`config.mk`:
```
export PLATFORM = sky130hd
export DESIGN_NAME = button_ctrl
export DESIGN_NICKNAME = d
export VERILOG_FILES = /design/src/rtl/button_ctrl.sv
export SDC_FILE = /design/constraint.sdc
export NUM_CORES = 1
export LEC_CHECK = 0
export BUFFER_PORTS_ARGS = -buffer_cell sky130_fd_sc_hd__buf_2
export CORE_UTILIZATION = 38
export CTS_CLUSTER_DIAMETER = 60
export DETAILED_ROUTE_END_ITERATION = 6
export GPL_ROUTABILITY_DRIVEN = 0
export PLACE_DENSITY = 0.62
export SYNTH_ARGS = -nofsm -noshare
export SYNTH_HDL_FRONTEND = slang
export SYNTH_SLANG_ARGS = --single-unit
export TNS_END_PERCENT = 50
```
`constraint.sdc`:
```
create_clock -name clk -period 2.6 [get_ports clk]
set_input_delay 0.13 -clock clk [delete_from_list [all_inputs] [get_ports clk]]
set_output_delay 0.13 -clock clk [all_outputs]
set_load 0.1 [all_outputs]
```
`src/rtl/button_ctrl.sv`:
```
// ---------------------------------------------------------------------------
// button_ctrl
//
// Purpose:
//   Debounces a raw, active-low push-button pin and reports presses to a CPU
//   bus decoder. The raw pin is brought into the clk domain with a two-flop
//   synchronizer. A four-state FSM then accepts a new level only after the
//   synchronized input has differed from the current debounced level for
//   DEBOUNCE_CYCLES consecutive cycles.
//
// Optional feature (macro BTN_LATCH_EN):
//   defined   - a sticky press flag is set on each debounced press and cleared
//               by a bus read (btn_ren). btn_out = ~flag. Set wins over clear.
//   undefined - no flag; btn_ren is ignored and btn_out = ~btn_level.
//
// Parameters:
//   DEBOUNCE_CYCLES  consecutive stable cycles needed to change level
//                    (default 270000 = 10 ms at 27 MHz; legal 2..2^24)
//
// Ports:
//   clk        in   system clock, rising edge
//   rst        in   synchronous active-high reset
//   btn_in     in   raw asynchronous button pin, 0 = pressed
//   btn_ren    in   one-cycle read strobe from the bus decoder
//   btn_out    out  0 = press reported, 1 = nothing to report
//   btn_level  out  registered debounced level, 1 = button held
// ---------------------------------------------------------------------------
module button_ctrl #(
  parameter int DEBOUNCE_CYCLES = 270000
) (
  input  logic clk,
  input  logic rst,
  input  logic btn_in,
  input  logic btn_ren,
  output logic btn_out,
  output logic btn_level
);

  localparam int CW = $clog2(DEBOUNCE_CYCLES);

  // The cycle that first sees the new input value is the one that moves the
  // FSM into a pending state, so it already counts as stable cycle #1. The
  // counter therefore covers cycles 2..DEBOUNCE_CYCLES; when it holds this
  // value and the input still agrees, this cycle makes its count reach
  // DEBOUNCE_CYCLES-1 and the level flips on the coming edge.
  localparam logic [CW-1:0] CNT_LAST = CW'(DEBOUNCE_CYCLES - 2);

  typedef enum logic [1:0] {
    S_RELEASED        = 2'd0,
    S_PRESS_PENDING   = 2'd1,
    S_PRESSED         = 2'd2,
    S_RELEASE_PENDING = 2'd3
  } state_t;

  logic          r_sync1;
  logic          r_sync2;
  logic          w_sync;
  state_t        r_state;
  state_t        w_state_next;
  logic [CW-1:0] r_cnt;
  logic [CW-1:0] w_cnt_next;
  logic          r_level;
  logic          w_level_next;
  logic          w_press_evt;

  // -------------------------------------------------------------------------
  // Two-flop synchronizer; resets to the idle (released) pin level.
  // -------------------------------------------------------------------------
  always_ff @(posedge clk) begin
    if (rst) begin
      r_sync1 <= 1'b1;
      r_sync2 <= 1'b1;
    end else begin
      r_sync1 <= btn_in;
      r_sync2 <= r_sync1;
    end
  end

  assign w_sync = r_sync2;

  // -------------------------------------------------------------------------
  // FSM process 1: state, counter and registered level.
  // -------------------------------------------------------------------------
  always_ff @(posedge clk) begin
    if (rst) begin
      r_state <= S_RELEASED;
      r_cnt   <= '0;
      r_level <= 1'b0;
    end else begin
      r_state <= w_state_next;
      r_cnt   <= w_cnt_next;
      r_level <= w_level_next;
    end
  end

  // -------------------------------------------------------------------------
  // FSM process 2: next state and next counter value. The counter defaults to
  // zero, so it is cleared on every entry to a pending state, on every revert
  // and on every completed transition, and stays zero in stable states.
  // -------------------------------------------------------------------------
  always_comb begin
    w_state_next = r_state;
    w_cnt_next   = '0;
    case (r_state)
      S_RELEASED: begin
        if (!w_sync) begin
          w_state_next = S_PRESS_PENDING;
        end
      end
      S_PRESS_PENDING: begin
        if (w_sync) begin
          w_state_next = S_RELEASED;         // glitch: back to stable
        end else if (r_cnt == CNT_LAST) begin
          w_state_next = S_PRESSED;
        end else begin
          w_cnt_next = r_cnt + CW'(1);
        end
      end
      S_PRESSED: begin
        if (w_sync) begin
          w_state_next = S_RELEASE_PENDING;
        end
      end
      S_RELEASE_PENDING: begin
        if (!w_sync) begin
          w_state_next = S_PRESSED;          // glitch: back to stable
        end else if (r_cnt == CNT_LAST) begin
          w_state_next = S_RELEASED;
        end else begin
          w_cnt_next = r_cnt + CW'(1);
        end
      end
      default: begin
        w_state_next = S_RELEASED;
      end
    endcase
  end

  // -------------------------------------------------------------------------
  // FSM process 3: outputs. The level is decoded from the next state so the
  // registered level changes on the same edge as the state does.
  // -------------------------------------------------------------------------
  always_comb begin
    w_level_next = (w_state_next == S_PRESSED) ||
                   (w_state_next == S_RELEASE_PENDING);
    w_press_evt  = (r_state == S_PRESS_PENDING) &&
                   (w_state_next == S_PRESSED);
  end

  assign btn_level = r_level;

`ifdef BTN_LATCH_EN
  // Sticky press flag: a press always wins over a read in the same cycle so
  // a press arriving during the read is never lost.
  logic r_flag;

  always_ff @(posedge clk) begin
    if (rst) begin
      r_flag <= 1'b0;
    end else if (w_press_evt) begin
      r_flag <= 1'b1;
    end else if (btn_ren) begin
      r_flag <= 1'b0;
    end
  end

  assign btn_out = ~r_flag;
`else
  // Live level reporting; the read strobe and press pulse have no consumer.
  logic w_unused;

  assign w_unused = btn_ren ^ w_press_evt;
  assign btn_out  = ~r_level;
`endif

endmodule

```
=== Yosys cells after proc, flatten, opt, wreduce, memory -nomap -nowiden ===
Cells that the tools add are included.

* Word-level logic and storage cells: 26
* Bits in registers: 24
* Output and inout bits: 2
* Input bits: 4

* Bitwise logic cells: 1
* Eq/ne operators: 6
* Mux-type cells: 11
* Add/sub/neg operators: 1
* Reduce and logical (&&, ||, !) cells: 2

{| class="wikitable"
|+ Operators with widths
! kind !! count
|-
| 19-bit two-way mux || 3
|-
| 19-bit case mux with 2 select lines || 1
|-
| 19-bit by 1-bit adder with 19-bit output (second input constant) || 1
|-
| 19-bit == test (second input constant) || 1
|-
| 2-bit two-way mux || 6
|-
| 2-bit == test (second input constant) || 4
|-
| 2-bit case mux with 4 select lines || 1
|-
| 2-bit by 1-bit == test with 1-bit output (second input constant) || 1
|-
| 2-bit logical NOT || 1
|-
| 1-bit logical OR || 1
|-
| 1-bit inverter || 1
|}

=== Longest topological paths before layout ===
* Word-level depth: 6
* Depth in mapped cells: 7
* Mapped depth without buffers: 6

=== Worst setup path after synthesis ===
OpenSTA, ideal clock, no wires.

* Path type: reg2out
* Start point: reg r_level (netlist: btn_level)
* End point: out btn_out
* Cell stages (with the launch flop): 2
* Required time: 2,470 ps
* Path buffers: 0
* Setup slack: 860 ps
* Arrival: 1,610 ps
* Cells stage by stage: dfxtp_1 inv_1

* Word-level cells in the longest chain between the ends: 1

{| class="wikitable"
|+ RTL lines
! element !! RTL line !! RTL
|-
| from (decl) || 62 || <nowiki>logic r_level;</nowiki>
|-
| from (signal assigned) || 92 || <nowiki>r_level <= w_level_next;</nowiki>
|-
| 1-bit inverter || 173 || <nowiki>assign btn_out = ~r_level;</nowiki>
|-
| to (decl) || 35 || <nowiki>output logic btn_out,</nowiki>
|}

No other way between the ends.

=== Final worst setup path ===
* Start point: reg r_cnt[0]
* End point: reg r_cnt[11]

* Word-level cells in the longest chain between the ends: 4
* Elaborated cells between the ends (all ways): 6
* Those cells by class: 1 x add/sub; 1 x eq/ne; 4 x mux

{| class="wikitable"
|+ RTL lines
! element !! RTL line !! RTL
|-
| from (decl) || 60 || <nowiki>logic [CW-1:0] r_cnt;</nowiki>
|-
| from (signal assigned) || 91 || <nowiki>r_cnt <= w_cnt_next;</nowiki>
|-
| 19-bit by 1-bit adder with 19-bit output or 19-bit == test (tied branches) || -- ||
|-
| 19-bit two-way mux (*) || 113, 127 ||
|-
| 19-bit two-way mux, on equally long branches || 125, 111 ||
|-
| 19-bit case mux with 2 select lines (*) || 104 || <nowiki>case (r_state)</nowiki>
|}

Every way passes the cells marked *; elsewhere a longest branch is shown, timed or not.
A chain may end at the register's enable or synchronous reset.

==> results.ini <==
[outcome]
outcome=finished, final reports clean

[run]
cap_viol_max_count=0

[clocking]
clk_latency_ps=320
holdBufCountCts=2
cts_resized=0
cts_buffers=3
root_buffer=clkbuf_4
cts_tree=yes
cts_max_path_buffers=2
cts_sinks=24
cts_setup_buffers=0
clkTransAtPathRegs_ps=130
cts_max_level=1

[pwr]
leakage_nw=0.358
power_density_nw_per_um2=539
ir_worst_vdd_v=0.000344

[min_path]
whs_endpoint=r_sync2$_SDFF_PP1_
hp-start=r_sync1$_SDFF_PP1_
hp-class=reg2reg
holdPathStages=1

[finish]
layout_commonest_cell=dfxtp_1
antenna_cells=0
multiInputGateArea_sq_um=563
fill_cells=276
fin_util_pct=46.7
final_cell_mix=dfxtp_1 (24), nor2_1 (21), nor3_1 (12), xnor2_1 (12)
regArea_sq_um=480
fin_nets=137
syn_to_final_growth_pct=11.6
drive_above_1_share_pct=12.3

[place]
io_buffer_count=4
place_hpwl_microns=1280

[yosys]
synth.avg_cell_area_sq_um=8.88
yosys.area.top_type=dfxtp_1
synth_top_cell_area_share_pct=44.7
synth_area_leaders=dfxtp_1 (45%), xnor2_1 (9.8%), nor2_1 (7.3%)
synth-seq-cells=24
yosysUniqueCellTypes=27
yosys_warnings=0
syn_nets=127
synthCells=121
yosysSeqAreaShare_pct=44.7
synthesis.area_sq_um=1070

[critical_path]
r2r-end=r_cnt[11]$_SDFF_PP0_
startpoint_type=register
reg2reg_slack_ps=690
rr_worst_depth=6
cp.arrival_ps=2100
r2r-start=r_cnt[0]$_SDFF_PP0_
worst-path-max-fanout=17
cp.required_ps=2790
crit_path_end_kind=register
crit_path_start=r_cnt[0]$_SDFF_PP0_
critPathKind=reg2reg

[routing]
via_per_inst=5.13
vias=821
ant_nets=0
wire_per_inst_microns=11.4
routed_wl_microns=1830
drc=0
drt-initial-drc-count=8
dr.pass1.iters=4

[timing]
final.period_utilization_pct=73.3
tns_ps=0
setup_viol=0
slew_headroom_pct=54.5
fin_skew_ps=2.79
fmax_mhz=525
hold_viol_final=0
worst-slew-pin-transition_ps=683
period_minus_slack_ps=1910
finalMaxSlewViolations=0
grt_setup_unrepaired=false

[global_routing]
grt_pass1_vias=761
grt_start_max_net_pins=18
grt_use_total_pct=15.4
antenna_found_initial=0
grt_overflow_total=0
grt_pass1_wl_microns=3210

[floorplanning]
core_sq_um=2570
ios=6
dieHeight_microns=55.2
die_w_microns=55.2
die-area_sq_um=3040
num_rows=18
start_util_pct=41.9

worst max-delay path, stage by stage (launching register included):
cell and delay [ps]:
dfxtp_1 370, inv_1 70, ha_1 140, nand4bb_1 110
or3_4 430, o21ai_2 550, nor2_1 110
per-layer routing:
| layer | vias up | global-route usage (%) | routed length, microns |
|---|---|---|---|
| met5 | - | 0 | 0 |
| li1 | 432 | - | - |
| met2 | 9 | 23.9 | 822 |
| met4 | 0 | 11.3 | 65 |
| met3 | 5 | 2.46 | 40 |
| met1 | 375 | 19.0 | 903 |
cell families after synthesis:
group	synth area share (%)
simple gates	32.0
flops	44.7
xor+xnor	12.2
compound gates	5.82
buf+inv	2.91
fa+ha+maj	2.33
cell usage after synthesis, drive strengths merged:
cell type  number
dfxtp          24
nor2           21
nor3           12
xnor2          12
nand3           8
inv             7
nand2           7
nand4           4
nor4            4
a21oi           3
xor2            3
ha              2
o21ai           2
or2             2
a31o            1
and3            1
buf             1
nand4bb         1
nor4b           1
o211a           1
o21a            1
o31ai           1
or3             1
or4             1
power breakdown:
part	switching (mW)	internal, mW
Clock	0.113	0.156
Sequential	0.000738	0.370
Combinational	0.00295	0.00444
Total	0.116	0.530
final cells by class:
cell class	count	area share, %
clock inverters	1	2.50
multi-input cells	89	46.9
inverters	7	2.19
repair buffers	6	3.34
well taps	30	3.13
clock buffers	3	1.88
flip-flops and latches	24	40.0
how the worst max path moves through the flow:
stage,to
floorplan,btn_out
finish,r_cnt[11]$_SDFF_PP0_
CTS,r_cnt[11]$_SDFF_PP0_
global placement,r_cnt[10]$_SDFF_PP0_
global route,r_cnt[11]$_SDFF_PP0_
detailed placement,r_cnt[11]$_SDFF_PP0_
per-stage QoR:
stage               total power, mW  cell area, sq um  instances  setup slack, ps  hold WS [ps]
finish                        0.646              1200        160              693           428
global route                  0.672              1200        160              466           474
CTS                           0.657              1200        160              632           434
detailed placement            0.384              1130        154              657           317
global placement              0.383              1130        154              704           315
floorplan                     0.381              1070        121              860           199
state kept, by name, summed over array words and instances, names as in the netlist:
name / cells
r_cnt: 19
r_state: 2
btn_level: 1
r_sync1: 1
r_sync2: 1
Note: power is estimated with default switching activity, not from simulation.
